--- config.mk ---
export PLATFORM = sky130hd
export DESIGN_NAME = traffic_light_module
export DESIGN_NICKNAME = d
export VERILOG_FILES = /design/src/rtl/traffic_light_module.sv
export SDC_FILE = /design/constraint.sdc
export NUM_CORES = 1
export LEC_CHECK = 0
export ABC_AREA = 0
export CORE_AREA = 5 5 42 44
export CTS_BUF_LIST = sky130_fd_sc_hd__clkbuf_8
export DETAILED_ROUTE_END_ITERATION = 16
export DIE_AREA = 0 0 47 49
export SLEW_MARGIN = 10
export SYNTH_ARGS = -nofsm -noshare
export SYNTH_HDL_FRONTEND = slang
export SYNTH_SLANG_ARGS = --single-unit
--- constraint.sdc ---
create_clock -name clk -period 2.5 [get_ports clk]
set_clock_uncertainty 0.15 [all_clocks]
set_input_delay 0.5 -clock clk [delete_from_list [all_inputs] [get_ports clk]]
set_output_delay 0.5 -clock clk [all_outputs]
set_load 0.01 [all_outputs]
--- src/rtl/traffic_light_module.sv ---
// Three-phase traffic-light sequencer (RED -> GREEN -> YELLOW -> RED).
// Phase durations count enabled clock edges; lamps are a Moore decode of the phase register.
module traffic_light_module #(
    parameter int RED_CYCLES    = 8,
    parameter int GREEN_CYCLES  = 6,
    parameter int YELLOW_CYCLES = 2
) (
    input  logic clk,
    input  logic reset_n,
    input  logic enable,
    output logic red,
    output logic yellow,
    output logic green
);

    localparam int MAX_RG     = (RED_CYCLES > GREEN_CYCLES) ? RED_CYCLES : GREEN_CYCLES;
    localparam int MAX_CYCLES = (MAX_RG > YELLOW_CYCLES) ? MAX_RG : YELLOW_CYCLES;
    localparam int CNT_W      = (MAX_CYCLES > 1) ? $clog2(MAX_CYCLES) : 1;

    localparam logic [CNT_W-1:0] RED_LAST    = CNT_W'(RED_CYCLES - 1);
    localparam logic [CNT_W-1:0] GREEN_LAST  = CNT_W'(GREEN_CYCLES - 1);
    localparam logic [CNT_W-1:0] YELLOW_LAST = CNT_W'(YELLOW_CYCLES - 1);
    localparam logic [CNT_W-1:0] CNT_ZERO    = CNT_W'(0);
    localparam logic [CNT_W-1:0] CNT_ONE     = CNT_W'(1);

    typedef enum logic [1:0] {
        PH_RED    = 2'b00,
        PH_GREEN  = 2'b01,
        PH_YELLOW = 2'b10
    } phase_t;

    phase_t           r_phase;
    phase_t           w_phase_nxt;
    phase_t           w_phase_succ;
    logic [CNT_W-1:0] r_cnt;
    logic [CNT_W-1:0] w_cnt_nxt;
    logic [CNT_W-1:0] w_last;
    logic             w_illegal;

    // Phase and elapsed-count registers; the reset input is active-high despite its name.
    always_ff @(posedge clk or posedge reset_n) begin
        if (reset_n) begin
            r_phase <= PH_RED;
            r_cnt   <= CNT_ZERO;
        end else begin
            r_phase <= w_phase_nxt;
            r_cnt   <= w_cnt_nxt;
        end
    end

    // Next-state logic: hold when disabled, advance on terminal count, recover from bad encodings.
    always_comb begin
        w_phase_nxt  = r_phase;
        w_cnt_nxt    = r_cnt;
        w_last       = RED_LAST;
        w_phase_succ = PH_GREEN;
        w_illegal    = 1'b0;
        case (r_phase)
            PH_RED: begin
                w_last       = RED_LAST;
                w_phase_succ = PH_GREEN;
            end
            PH_GREEN: begin
                w_last       = GREEN_LAST;
                w_phase_succ = PH_YELLOW;
            end
            PH_YELLOW: begin
                w_last       = YELLOW_LAST;
                w_phase_succ = PH_RED;
            end
            default: begin
                w_illegal = 1'b1;
            end
        endcase
        // >= also pulls an upset counter back to a legal value on the next enabled edge
        if (w_illegal) begin
            w_phase_nxt = PH_RED;
            w_cnt_nxt   = CNT_ZERO;
        end else if (enable) begin
            if (r_cnt >= w_last) begin
                w_phase_nxt = w_phase_succ;
                w_cnt_nxt   = CNT_ZERO;
            end else begin
                w_cnt_nxt = r_cnt + CNT_ONE;
            end
        end else begin
            w_phase_nxt = r_phase;
            w_cnt_nxt   = r_cnt;
        end
    end

    // Lamp decode; any unrecognised phase shows red so the outputs are never zero-hot.
    always_comb begin
        red    = 1'b1;
        yellow = 1'b0;
        green  = 1'b0;
        case (r_phase)
            PH_RED: begin
                red    = 1'b1;
                yellow = 1'b0;
                green  = 1'b0;
            end
            PH_GREEN: begin
                red    = 1'b0;
                yellow = 1'b0;
                green  = 1'b1;
            end
            PH_YELLOW: begin
                red    = 1'b0;
                yellow = 1'b1;
                green  = 1'b0;
            end
            default: begin
                red    = 1'b1;
                yellow = 1'b0;
                green  = 1'b0;
            end
        endcase
    end

endmodule

==> results of run 1 <==
## final timing paths
kind	startpoint	endpoint	slack, ns	depth (start not counted)
worst max-delay path	r_phase[0]	red	0.25	4
worst min-delay path	reset_n	r_phase[0]	0.33	2
worst max register to register	r_phase[0]	r_phase[1]	0.41	6
worst min register to register	r_cnt[2]	r_cnt[2]	0.38	1
max in group asynchronous	reset_n	r_cnt[1]	1.70	2
min in group clk	r_cnt[2]	r_cnt[2]	0.38	1
## layer usage
layer	share of wire, %	GRT usage (%)
met1	49	8.04
met2	48	8.37
met3	3.1	1.48
met4	0	6.91
met5	0	0
## per-stage QoR
stage	instances	util, %	setup slack (ns)	hold WS (ns)	total power, W
finish	57	33.0	0.255	0.330	0.000626
floorplan	32	-	0.486	0.129	0.000379
CTS	57	33.0	0.229	0.334	0.000638
global placement	53	29.8	0.417	0.366	0.000483
global route	57	33.0	0.154	0.343	0.000693
detailed placement	53	29.8	0.407	0.370	0.000487
## power groups by stage
stage                     sequential (W)  combinational (W)  clock, W
final                           0.000161           0.000322  0.000143
after CTS                       0.000159           0.000330  0.000148
after floorplan                 0.000147           0.000232         0
after global routing            0.000168           0.000370  0.000155
after global placement          0.000159           0.000324         0
after detailed placement        0.000159           0.000328         0
## cells by family after synthesis
group	Yosys count
AOI/OAI and AO/OA	7
adders and majority gates	7
and+or+nand+nor	7
DFF	5
buffers and inverters	4
muxes	2
## cells in the final DEF (no fill, tap or decap)
master	count
ha_1	7
inv_1	5
clkdlybuf4s50_1	5
dfrtp_1	5
o21ai_0	3
clkbuf_8	3
nand2_1	2
mux2_4	2
and3_1	1
a211o_1	1
or2_2	1
nand2b_1	1
nor2_1	1
o32ai_1	1
or3b_2	1
o2bb2ai_1	1
o22a_2	1
## area by class of cell
| type | instances | area, µm² | share of cell area [%] |
|---|---|---|---|
| multi-input cells | 23 | 208 | 44.9 |
| inverters | 4 | 15.0 | 3.24 |
| clock buffers | 3 | 41.3 | 8.92 |
| flip-flops and latches | 5 | 125 | 27.0 |
| repair buffers | 5 | 50.0 | 10.8 |
| clock inverters | 1 | 3.75 | 0.811 |
| well taps | 16 | 20.0 | 4.32 |
## sequential cells by signal, summed over array words and instances (netlist names)
| name | count |
|---|---|
| r_cnt | 3 |
| r_phase | 2 |
## synth_stat cells
master and n:
o21ai_0 3, ha_1 7, inv_1 4, a211o_1 1, dfrtp_1 5, o22a_2 1
or3b_2 1, mux2_4 2, o2bb2ai_1 1, nand2b_1 1, nand2_1 2, nor2_1 1
and3_1 1, or2_2 1, o32ai_1 1
## worst reg2reg max path, delay by kind of cell (launching register included)
family,cells,cell delay [ns]
compound gates,1,0.23
buf+inv,1,0.08
fa+ha+maj,2,0.61
simple gates,1,0.20
flops,1,0.40
mux,1,0.30
==> impl_metrics.csv, run 1 <==
group,metric,value,unit
sta,setup_repair_after_global_routing_missed_its_margin,"false",
sta,worstMarginPinSlew,0.243,ns
finish,finish.instance_area,463,µm²
critical_path,crit_path_max_incr_delay,0.52,ns
logic_synthesis,yosys-top-cells-area,"dfrtp_1, ha_1, mux2_4, o21ai_0, inv_1",
logic_synthesis,synthMuxAreaShare,8.63,%
logic_synthesis,yosysUniqueCellTypes,15,
critical_path,crit_path_cell_trace,"inv_1, ha_1, inv_1, clkdlybuf4s50_1",
critical_path,cpMaxStageDelayCell,"clkdlybuf4s50_1",
clocking,post-cts-setup-buffers,0,
critical_path,crit_path_start_kind,"flop",
routing,drt_pass1_iterations,1,
critical_path,worstPathArrival,1.60,ns
clocking,cts_made_buffers,3,
routing,antenna_violating_nets_post_route,0,
floorplanning,core,1400,µm²
logic_synthesis,synth_fa_ha_area_share,25.2,%
global_routing,first_pass_grt_wire_length,1050,µm
critical_path,worst-path-buf-inv,3,
clocking,cts_hold_repair.buffers,0,
placement,post_detailed_placement_half_perimeter_wirelength,482,µm
routing,route.vias.total,248,
power_and_ir_drop,power_switching_share,34.2,%
power_and_ir_drop,pwr_density_cell,1350,nW/µm²
logic_synthesis,synth_simple_gate_area_share,11.2,%
logic_synthesis,ys_seq_area_share,36.0,%
global_routing,antenna_found_initial,0,
global_routing,overflow,0,
clocking,cts.repair.resized,0,
clocking,clockBufferDepth,2,
logic_synthesis,mappedNetlistNets,42,
global_routing,grt_start_max_net_pins,6,
sta,normalized_max_slew_margin,83.7,%
routing,wl,580,µm
logic_synthesis,synth-compound-area-share,14.7,%
clocking,worst_skew_pair.late_latency,0.22,ns
floorplanning,die-area,2300,µm²
logic_synthesis,post_synth_xor_area_fraction,0,%
clocking,tritoncts,"done",
finish,area_delta_synth_final,33.1,%
critical_path,critical_path.endpoint_type,"output pin",
logic_synthesis,synth_top_cell_by_area,"dfrtp_1",
power_and_ir_drop,clock_power_share,22.9,%
power_and_ir_drop,max-vdd-ir-drop,0.519,mV
logic_synthesis,avgSynthCellArea,10.9,µm²
logic_synthesis,yosys_register_bits,5,
power_and_ir_drop,sequentialPowerShare,25.7,%
logic_synthesis,synth_largest_type_area_fraction,36.0,%
power_and_ir_drop,p_leak,0.238,nW
run,maxCapViolations,0,
placement,io_buffer_count,5,
logic_synthesis,post_synth_instance_area,348,µm²
critical_path,path_delay_family,"buffers and inverters",
clocking,clock_sink_count,5,
clocking,ctsRootBufferMaster,"clkbuf_8",
global_routing,first_global_vias,267,
routing,detail_route.iter0.violations,0,
power_and_ir_drop,internal_power,0.000411,W
routing,avgRoutedWirePerCell,10.2,µm
clocking,cts.htree.levels,1,
power_and_ir_drop,combPwrFrac,51.4,%
placement,finalWeightedCongestion,0.730,
floorplanning,die_h,49,µm
sta,max_slew_vio_count,0,
critical_path,cp_max_fo,4,
sta,final_cycle_share,89.8,%
finish,post_route_cells_drive_above_1_share,19.5,%
global_routing,grt_use_total,6.51,%
floorplanning,ioPinCount,6,
critical_path,worst_path_most_repeated_cell,"inv_1",
worst_hold_path,worstHoldPathType,"in -> async",
critical_path,worstSetupPathType,"reg -> out",
routing,detail_route.vias_per_cell,4.35,
critical_path,critical_path_required,1.85,ns
sta,timing_hold_violations_final,0,
sta,setup_tns,0,ns
finish,antenna-diode-count,0,
logic_synthesis,yosysWarnings,0,
sta,layout_min_cycle_time,2.25,ns
status,status,"finished, final reports clean",
finish,n_fill_cell,158,
floorplanning,width_of_the_die,47,µm
sta,finalSetupViolations,0,
finish,final_net_count,52,
sta,fmaxAchievable,445,MHz
power_and_ir_drop,p_switching,0.000214,W
routing,number_of_remaining_drc_errors,0,
placement,dpl-instance-area,418,µm²
floorplanning,start_util,24.8,%
floorplanning,core.rowCount,14,
logic_synthesis,cells_after_synthesis,32,
clocking,clk_transition_reported_paths,0.04,ns
logic_synthesis,main_combinational_cell_family_by_area_after_synthesis,"adder cells",
No activity file was read; power rests on OpenSTA's default activity.
==> run 2, diff against run 1 <==
--- a/config.mk
+++ b/config.mk
@@ -6,10 +6,10 @@
 export NUM_CORES = 1
 export LEC_CHECK = 0
 export ABC_AREA = 0
-export CORE_AREA = 5 5 42 44
+export CORE_AREA = 2 2 39 41
 export CTS_BUF_LIST = sky130_fd_sc_hd__clkbuf_8
 export DETAILED_ROUTE_END_ITERATION = 16
-export DIE_AREA = 0 0 47 49
+export DIE_AREA = 0 0 41 43
 export SLEW_MARGIN = 10
 export SYNTH_ARGS = -nofsm -noshare
 export SYNTH_HDL_FRONTEND = slang
==> run 2 against run 1 <==
Net effect: sequential power hardly changed; die area is 23% lower; power is 0.26% lower; critical endpoint unchanged; largest power group unchanged.
==> impl_metrics.csv, run 2 (synthesis results as in run 1) <==
group,metric,value,unit
routing,wl,556,µm
routing,antenna_violating_nets_post_route,0,
power_and_ir_drop,max-vdd-ir-drop,0.617,mV
sta,finalSetupViolations,0,
finish,final_cell_count_no_fill,57,
clocking,ctsRootBufferMaster,"clkbuf_8",
critical_path,worst_path_most_repeated_cell,"inv_1",
critical_path,crit_path_max_incr_delay,0.53,ns
sta,layout_min_cycle_time,2.25,ns
clocking,clockBufferDepth,2,
clocking,clock_sink_count,5,
sta,setup_tns,0,ns
sta,final_cycle_share,90.1,%
global_routing,overflow,0,
critical_path,crit_path_cell_trace,"inv_1, ha_1, inv_1, clkdlybuf4s50_1",
floorplanning,die_h,43,µm
finish,antenna-diode-count,0,
critical_path,critical_path.endpoint_type,"output pin",
finish,seq_area,125,µm²
power_and_ir_drop,p_leak,0.238,nW
finish,area_delta_synth_final,33.1,%
finish,most_frequent_standard_cell_in_the_layout_excluding_fill_and_tap_cells,"ha_1",
placement,placed_cells_incl_taps,53,
finish,largest_register,"r_cnt",
critical_path,cp_max_fo,4,
finish,n_fill_cell,147,
finish,largest_register_ff_count,3,
critical_path,cpMaxStageDelayCell,"clkdlybuf4s50_1",
clocking,worst_skew_pair.late_latency,0.22,ns
routing,drt_pass1_iterations,2,
finish,post_route_cells_drive_above_1_share,19.5,%
clocking,cts.htree.levels,1,
placement,io_buffer_count,5,
finish,biggestRegsByFlops,"r_cnt (3), r_phase (2)",
worst_hold_path,worstHoldPathType,"in -> async",
status,status,"finished, final reports clean",
global_routing,first_pass_grt_wire_length,1070,µm
routing,avgRoutedWirePerCell,9.75,µm
routing,number_of_remaining_drc_errors,0,
global_routing,antenna_found_initial,0,
floorplanning,start_util,25.1,%
floorplanning,core.rowCount,14,
routing,route.vias.total,266,
clocking,tritoncts,"done",
critical_path,worstSetupPathType,"reg -> out",
sta,normalized_max_slew_margin,85.4,%
critical_path,critical_path_required,1.85,ns
placement,finalWeightedCongestion,0.667,
clocking,cts.repair.resized,0,
finish,multi_input_area,208,µm²
clocking,post-cts-setup-buffers,0,
routing,detail_route.vias_per_cell,4.67,
sta,max_slew_vio_count,0,
critical_path,crit_path_start_kind,"flop",
critical_path,setup.reg_to_reg.worst_slack,0.40,ns
placement,post_detailed_placement_half_perimeter_wirelength,446,µm
floorplanning,width_of_the_die,41,µm
sta,setup_repair_after_global_routing_missed_its_margin,"false",
clocking,clk_transition_reported_paths,0.03,ns
routing,detail_route.iter0.violations,1,
floorplanning,die-area,1760,µm²
global_routing,first_global_vias,267,
sta,timing_hold_violations_final,0,
sta,worstMarginPinSlew,0.218,ns
floorplanning,ioPinCount,6,
finish,layout.cells.most_common_list,"ha_1, inv_1, clkdlybuf4s50_1, dfrtp_1",
finish,final_net_count,52,
run,maxCapViolations,0,
sta,fmaxAchievable,444,MHz
global_routing,grt_start_max_net_pins,6,
power_and_ir_drop,pwr_density_cell,1350,nW/µm²
critical_path,worstPathArrival,1.60,ns
global_routing,grt_use_total,9.73,%
clocking,cts_made_buffers,3,
floorplanning,core,1380,µm²
clocking,cts_hold_repair.buffers,0,
-- run 2: through the flow --
stage	power, W	hold WS [ns]	cell area [µm²]	utilization, %	setup slack (ns)
after CTS	0.000639	0.322	463	33.5	0.229
after floorplan	0.000379	0.129	348	-	0.486
final	0.000624	0.321	463	33.5	0.248
after global placement	0.000487	0.380	418	30.2	0.412
after global routing	0.000691	0.355	463	33.5	0.144
after detailed placement	0.000490	0.381	418	30.2	0.404
-- run 2: worst paths after layout --
kind / from / endpoint / depth (start not counted)
min in group clk: r_cnt[1] / r_cnt[1] / 2
worst max-delay path: r_phase[0] / red / 4
worst min-delay path: reset_n / r_phase[1] / 2
max in group asynchronous: reset_n / r_cnt[2] / 2
worst min register to register: r_cnt[1] / r_cnt[1] / 2
worst max register to register: r_phase[0] / r_phase[1] / 6
-- run 2: area by class of cell --
class | instances | share of cell area [%]
Multi-Input combinational cell | 23 | 44.9
Sequential cell | 5 | 27.0
Timing Repair Buffer | 5 | 10.8
Clock buffer | 3 | 8.92
Tap cell | 16 | 4.32
Inverter | 4 | 3.24
Clock inverter | 1 | 0.811
-- run 2: metal layers --
layer  GRT usage, %  up-vias  share of wire [%]
li1               -      131                  -
met1           11.9      125                 46
met2           12.2        8                 44
met3           6.28        2                8.3
met4           6.00        0                1.3
met5              0        -                  0
-- run 2: critical path: cells and delay by family, from the launching register on --
kind | cells | cell delay (ns)
adders and majority gates | 1 | 0.32
buffers and inverters | 3 | 0.67
DFF | 1 | 0.40
-- run 2: power breakdown --
part / total, W / switching (W) / internal [W]
clock network: 0.000142 / 0.0000370 / 0.000105
logic: 0.000324 / 0.000137 / 0.000186
registers: 0.000158 / 0.0000379 / 0.000121
total: 0.000624 / 0.000212 / 0.000412
==> run 3, diff against run 2 <==
--- a/config.mk
+++ b/config.mk
@@ -6,6 +6,7 @@
 export NUM_CORES = 1
 export LEC_CHECK = 0
 export ABC_AREA = 0
+export CAP_MARGIN = 20
 export CORE_AREA = 2 2 39 41
 export CTS_BUF_LIST = sky130_fd_sc_hd__clkbuf_8
 export DETAILED_ROUTE_END_ITERATION = 16
==> results of run 3 <==
Same layout as run 2: the final DEF is identical, and so are final timing and power.
